--- config.mk ---
export PLATFORM = sky130hd
export DESIGN_NAME = timer_irq_source
export DESIGN_NICKNAME = d
export VERILOG_FILES = /design/src/rtl/timer_pkg.sv /design/src/rtl/timer_prescaler.sv /design/src/rtl/timer_irq_source.sv
export SDC_FILE = /design/constraint.sdc
export NUM_CORES = 1
export LEC_CHECK = 0
export BUFFER_PORTS_ARGS = -buffer_cell sky130_fd_sc_hd__buf_2
export CAP_MARGIN = 20
export CORE_MARGIN = 2
export CORE_UTILIZATION = 61
export CTS_CLUSTER_SIZE = 40
export DETAILED_ROUTE_END_ITERATION = 12
export PLACE_DENSITY = 0.95
export SLEW_MARGIN = 25
export SYNTH_ARGS = -nofsm -noshare
export SYNTH_HDL_FRONTEND = slang
export SYNTH_HIERARCHICAL = 1
export SYNTH_SLANG_ARGS = --single-unit
--- constraint.sdc ---
create_clock -name clk -period 4.31 [get_ports clk]
set_input_delay 0.431 -clock clk [delete_from_list [all_inputs] [get_ports clk]]
set_output_delay 0.431 -clock clk [all_outputs]
set_load 0.02 [all_outputs]
--- src/rtl/timer_pkg.sv ---
// Shared constants for the memory-mapped interval timer: register offsets,
// TCON bit positions and the TCON reset value.
package timer_pkg;

  // Byte offsets of the three registers relative to the base address.
  localparam logic [31:0] OFF_TH   = 32'd0;
  localparam logic [31:0] OFF_TL   = 32'd4;
  localparam logic [31:0] OFF_TCON = 32'd8;

  // TCON bit indices.
  localparam int RUN  = 0;
  localparam int IEN  = 1;
  localparam int STAT = 2;

  localparam logic [2:0] TCON_RST = 3'b000;

endpackage

--- src/rtl/timer_prescaler.sv ---
// Clock divider for the interval timer: produces a one-cycle tick every
// PRESCALE cycles while run is high; holds at zero while stopped or cleared.
module timer_prescaler #(
  parameter int PRESCALE = 1,
  parameter int PS_W     = 16
) (
  input  logic clk,
  input  logic reset,
  input  logic run,
  input  logic clear,
  output logic tick
);

  localparam logic [PS_W-1:0] LAST = PS_W'(PRESCALE - 1);

  logic [PS_W-1:0] count;

  // Tick fires in the cycle the count reaches its last value.
  assign tick = run && (count == LAST);

  // Count up while running; wrap on tick, return to zero when stopped or cleared.
  always_ff @(posedge clk or posedge reset) begin
    if (reset) begin
      count <= '0;
    end else if (!run || clear || tick) begin
      count <= '0;
    end else begin
      count <= count + 1'b1;
    end
  end

endmodule

--- src/rtl/timer_irq_source.sv ---
// Memory-mapped interval timer. TL counts up on prescaler ticks, reloads
// from TH on overflow and latches a status flag that, together with the
// interrupt enable, drives a registered level interrupt.
//
// Bus semantics: mem_rd and mem_wr are single-cycle strobes with no
// back-pressure. A load is answered combinationally in the same cycle
// (rdata is zero unless mem_rd & hit); a store commits at the next rising
// edge when mem_wr & hit. Accesses that miss the decode are ignored.
module timer_irq_source
  import timer_pkg::*;
#(
  parameter logic [31:0] BASE_ADDR = 32'h4000_0000,
  parameter int          PRESCALE  = 1,
  parameter int          PS_W      = 16
) (
  input  logic        clk,
  input  logic        reset,
  input  logic [31:0] addr,
  input  logic [31:0] wdata,
  input  logic        mem_rd,
  input  logic        mem_wr,
  output logic [31:0] rdata,
  output logic        hit,
  output logic        irq
);

  logic [31:0] th, tl;
  logic [2:0]  tcon;
  logic [31:0] th_n, tl_n;
  logic [2:0]  tcon_n;
  logic        irq_n;
  logic        sel_th, sel_tl, sel_tcon;
  logic        wr_th, wr_tl, wr_tcon;
  logic        tick, overflow;

  // Full-address compare; any misaligned address simply misses.
  assign sel_th   = (addr == BASE_ADDR + OFF_TH);
  assign sel_tl   = (addr == BASE_ADDR + OFF_TL);
  assign sel_tcon = (addr == BASE_ADDR + OFF_TCON);
  assign hit      = sel_th | sel_tl | sel_tcon;

  assign wr_th   = mem_wr & sel_th;
  assign wr_tl   = mem_wr & sel_tl;
  assign wr_tcon = mem_wr & sel_tcon;

  assign overflow = tick && (tl == 32'hFFFF_FFFF);

  timer_prescaler #(
    .PRESCALE (PRESCALE),
    .PS_W     (PS_W)
  ) u_prescaler (
    .clk   (clk),
    .reset (reset),
    .run   (tcon[RUN]),
    .clear (wr_tl),
    .tick  (tick)
  );

  // Load mux: selected register when reading a decoded address, else zero.
  always_comb begin
    rdata = 32'h0;
    if (mem_rd) begin
      if (sel_th)        rdata = th;
      else if (sel_tl)   rdata = tl;
      else if (sel_tcon) rdata = {29'b0, tcon};
    end
  end

  // Next-state for the register file and interrupt. A CPU write to TL wins
  // over count/reload; an overflow set of status wins over a software clear.
  always_comb begin
    th_n   = th;
    tl_n   = tl;
    tcon_n = tcon;
    if (wr_th) th_n = wdata;
    if (tick) tl_n = overflow ? th : tl + 32'd1;
    if (wr_tl) tl_n = wdata;
    if (wr_tcon) begin
      tcon_n[RUN] = wdata[0];
      tcon_n[IEN] = wdata[1];
      if (!wdata[2]) tcon_n[STAT] = 1'b0;
    end
    if (overflow && tcon[IEN]) tcon_n[STAT] = 1'b1;
    irq_n = tcon_n[STAT] & tcon_n[IEN];
  end

  // Register file and interrupt level.
  always_ff @(posedge clk or posedge reset) begin
    if (reset) begin
      th   <= 32'h0;
      tl   <= 32'h0;
      tcon <= TCON_RST;
      irq  <= 1'b0;
    end else begin
      th   <= th_n;
      tl   <= tl_n;
      tcon <= tcon_n;
      irq  <= irq_n;
    end
  end

endmodule

==> results by group <==
Status
  – Status: complete, no violations

Layout
  – Most common cell after layout, fill and taps aside: buf_2
  – Core Util, Final: between 70% and 80%
  – # fillers: 645
  – Synth-to-Final Area Change: 13.7%
  – Final instance area: ~6000 um2
  – Fraction of layout cells with a size suffix above 1: 27.5%
  – Nets: between 700 and 800
  – Antenna diodes: 0
  – Most frequent cells in the layout: 101 x buf_2, 84 x dfrtp_1, 54 x nand2_1

Timing
  – Setup total negative slack: 0 ns
  – Final hold vios: 0
  – Clk_skew: around 0.013 ns
  – Worst-Margin Slew: 1.07 ns
  – Final Cycle Share: a little over two thirds
  – RSZ-0062 raised after global routing: no
  – FMAX: between 300 and 400 MHz
  – Final Max Tran Viols: 0
  – Final critical-path required period: 3.04 ns
  – Final setup vio count: 0
  – WHS: 0.140 ns
  – Relative slew slack: between 20 and 30%

Power and ir drop
  – Lkg Pwr: 2.72 nW
  – Clock power share: a little over two fifths
  – Switch share: 22.5%
  – Switching power: 0.337 mW
  – Register share of total power: approximately 53%
  – P per Cell Area: about 250 nW/um2
  – Max IR drop VDD: between 150 and 200 uV
  – P_int: approximately 1.2 mW
  – Comb pwr share: approximately 4.6%
  – Total power: approximately 1.5 mW

Die
  – Top-Level Pins: approximately 100
  – Die span in y: slightly below 100 um
  – Initial core utilization: about three fifths
  – Die W: around 97 um
  – Core area: approximately 8600 um2
  – Num rows: 34
  – Die area: roughly 9500 um2

CTS
  – CTS tree: built
  – Root buffer selected by CTS: clkbuf_8
  – H-tree Lvls: 3
  – Hold-fix buffers, CTS: 0
  – Clock latency on the worst-skew pair: approximately 0.36 ns
  – Number of setup buffers added after CTS: 0
  – Post-CTS resize count: 0
  – Clock Pin Slew Worst Setup and Hold Paths: around 0.09 ns
  – Clock Sinks: 84
  – Maximum buffer depth of the clock tree: 2
  – Num CTS Buffers: 9

Drt
  – Final WL: 14700 um
  – Drt first-iter violations: roughly 520
  – DRC: 0
  – Routed Antenna Nets: 0
  – DRT Pass-1 Iters: 7
  – Via Count: a little over 5k
  – Vias/cell: 6.63
  – Mean routed wirelength per cell: approximately 19 um

Synth
  – Yosys warning total: 6
  – Post-synthesis register bit count: 84
  – Post-synth EDFFs: 0
  – Sequential fraction of the synthesis area: between 30% and 40%
  – Post-Syn Area: around 5300 um2
  – Syn_area_per_cell: a little over 9 um2
  – Async set-reset flop share out of synthesis: 100%
  – Post-Synthesis Net Count: approximately 650
  – Synth cell types: 60
  – Ys flop type: dfrtp_1
  – Gate count after technology mapping: between 500 and 600

Placement
  – Final GP Congestion: 0.900
  – Buffers on Ports: between 100 and 150
  – Area after DPL: roughly 5800 um2
  – Final HPWL DP: between 9000 and 10000 um

Setup path
  – CP Max Fanout: 21
  – Kind of critical path: reg -> reg
  – Worst path arrival time: between 3 and 4 ns
  – Critical Path Source Type: flop
  – Worst setup EP type: flop
  – Critical Path RT: roughly 4.6 ns

Min path
  – Hold/Removal Path Class: in -> async

Run
  – Max Cap Viol: 0

GRT
  – Initial antenna violation count: 0
  – Pin count of the biggest net entering global routing: between 40 and 50
  – First-pass GRT wire length: 24400 um
  – Vias in the first global route: 5054
  – Total grt overflow: 0
  – Gr usage total: a little under a third
==> power by group through the flow <==
stage | registers [mW] | clock network [mW] | logic (mW)
2_1_floorplan | 0.803 | 0 | 0.0231
5_1_grt | 0.787 | 0.678 | 0.0761
3_3_place_gp | 0.803 | 0 | 0.0663
3_5_place_dp | 0.803 | 0 | 0.0686
4_1_cts | 0.787 | 0.641 | 0.0690
6_report | 0.787 | 0.638 | 0.0694
==> worst paths after layout <==
kind	startpoint	depth (start not counted)	slack [ns]	endpoint
min	reset	2	0.14	u_prescaler/count[3]
max reg2reg	u_prescaler/count[0]	11	1.27	tl[19]
min in group clk	wdata[8]	2	0.29	tl[8]
max	u_prescaler/count[0]	11	1.27	tl[19]
min reg2reg	th[24]	1	0.54	th[24]
max in group asynchronous	reset	3	3.12	th[2]
==> metal layers <==
metal / GRT usage (%) / wire length, um
met1: 40.2 / 5810
met2: 52.2 / 7290
met3: 5.54 / 1060
met4: 15.6 / 564
met5: 0 / 0
==> synth_stat cells (3+ instances only) <==
library cell | instances | share of area (%)
a2111oi_0 | 3 | 0.50
a211oi_1 | 4 | 0.57
a21o_1 | 9 | 1.3
a21oi_1 | 21 | 2.0
a22oi_1 | 29 | 4.1
a31oi_1 | 7 | 0.83
and3_1 | 6 | 0.71
and4_1 | 8 | 1.3
buf_2 | 16 | 1.5
buf_4 | 6 | 0.85
buf_6 | 3 | 0.64
clkbuf_1 | 15 | 1.1
dfrtp_1 | 84 | 40
ha_1 | 3 | 0.71
inv_1 | 14 | 0.99
mux2_2 | 36 | 7.6
mux2i_1 | 4 | 0.75
nand2_1 | 55 | 3.9
nand3_1 | 21 | 2.0
nand4_1 | 22 | 2.6
nor2_1 | 39 | 2.8
nor2_2 | 3 | 0.35
nor2b_1 | 33 | 3.9
nor3_1 | 11 | 1.0
nor4_1 | 19 | 2.2
nor4_2 | 3 | 0.71
nor4b_1 | 4 | 0.66
o211ai_1 | 12 | 1.7
o21a_1 | 5 | 0.71
o21ai_0 | 17 | 1.6
or3_1 | 5 | 0.59
xnor2_1 | 13 | 2.1
xor2_1 | 10 | 1.7
==> stage by stage <==
stage               instances  setup WS (ns)
floorplan                 574           1.48
CTS                       766           1.33
detailed placement        750           1.08
finish                    766           1.27
global placement          750           1.19
global route              766           1.10
==> worst max-delay path, cell delays in order (launching register included) <==
cell	delay [ns]
dfrtp_1	0.47
inv_1	0.09
ha_1	0.15
nor4b_1	0.29
nand4_1	0.21
inv_1	0.12
and3_1	0.28
nand4_4	0.15
or3_4	0.56
and3_4	0.23
a2111oi_4	0.28
nor2_1	0.09
==> registers in the layout, indices dropped and copies added (netlist names) <==
| register | flops |
|---|---|
| tl | 32 |
| tcon | 3 |
| u_prescaler/count | 16 |
| irq | 1 |
| th | 32 |
==> logic make-up after synthesis <==
kind of cell,share of synthesized area [%]
fa+ha+maj,0.707
flops,39.6
compound gates,16.1
buf+inv,5.12
mux,8.89
simple gates,25.8
xor+xnor,3.80
==> layout make-up <==
| type | count | area [um2] | area share, % |
|---|---|---|---|
| multi-input cells | 435 | 2960 | 49.0 |
| flip-flops and latches | 84 | 2100 | 34.8 |
| repair buffers | 108 | 558 | 9.25 |
| clock buffers | 10 | 138 | 2.28 |
| well taps | 108 | 135 | 2.24 |
| clock inverters | 6 | 87.6 | 1.45 |
| inverters | 15 | 56.3 | 0.933 |
(Power assumes the default switching activity.)
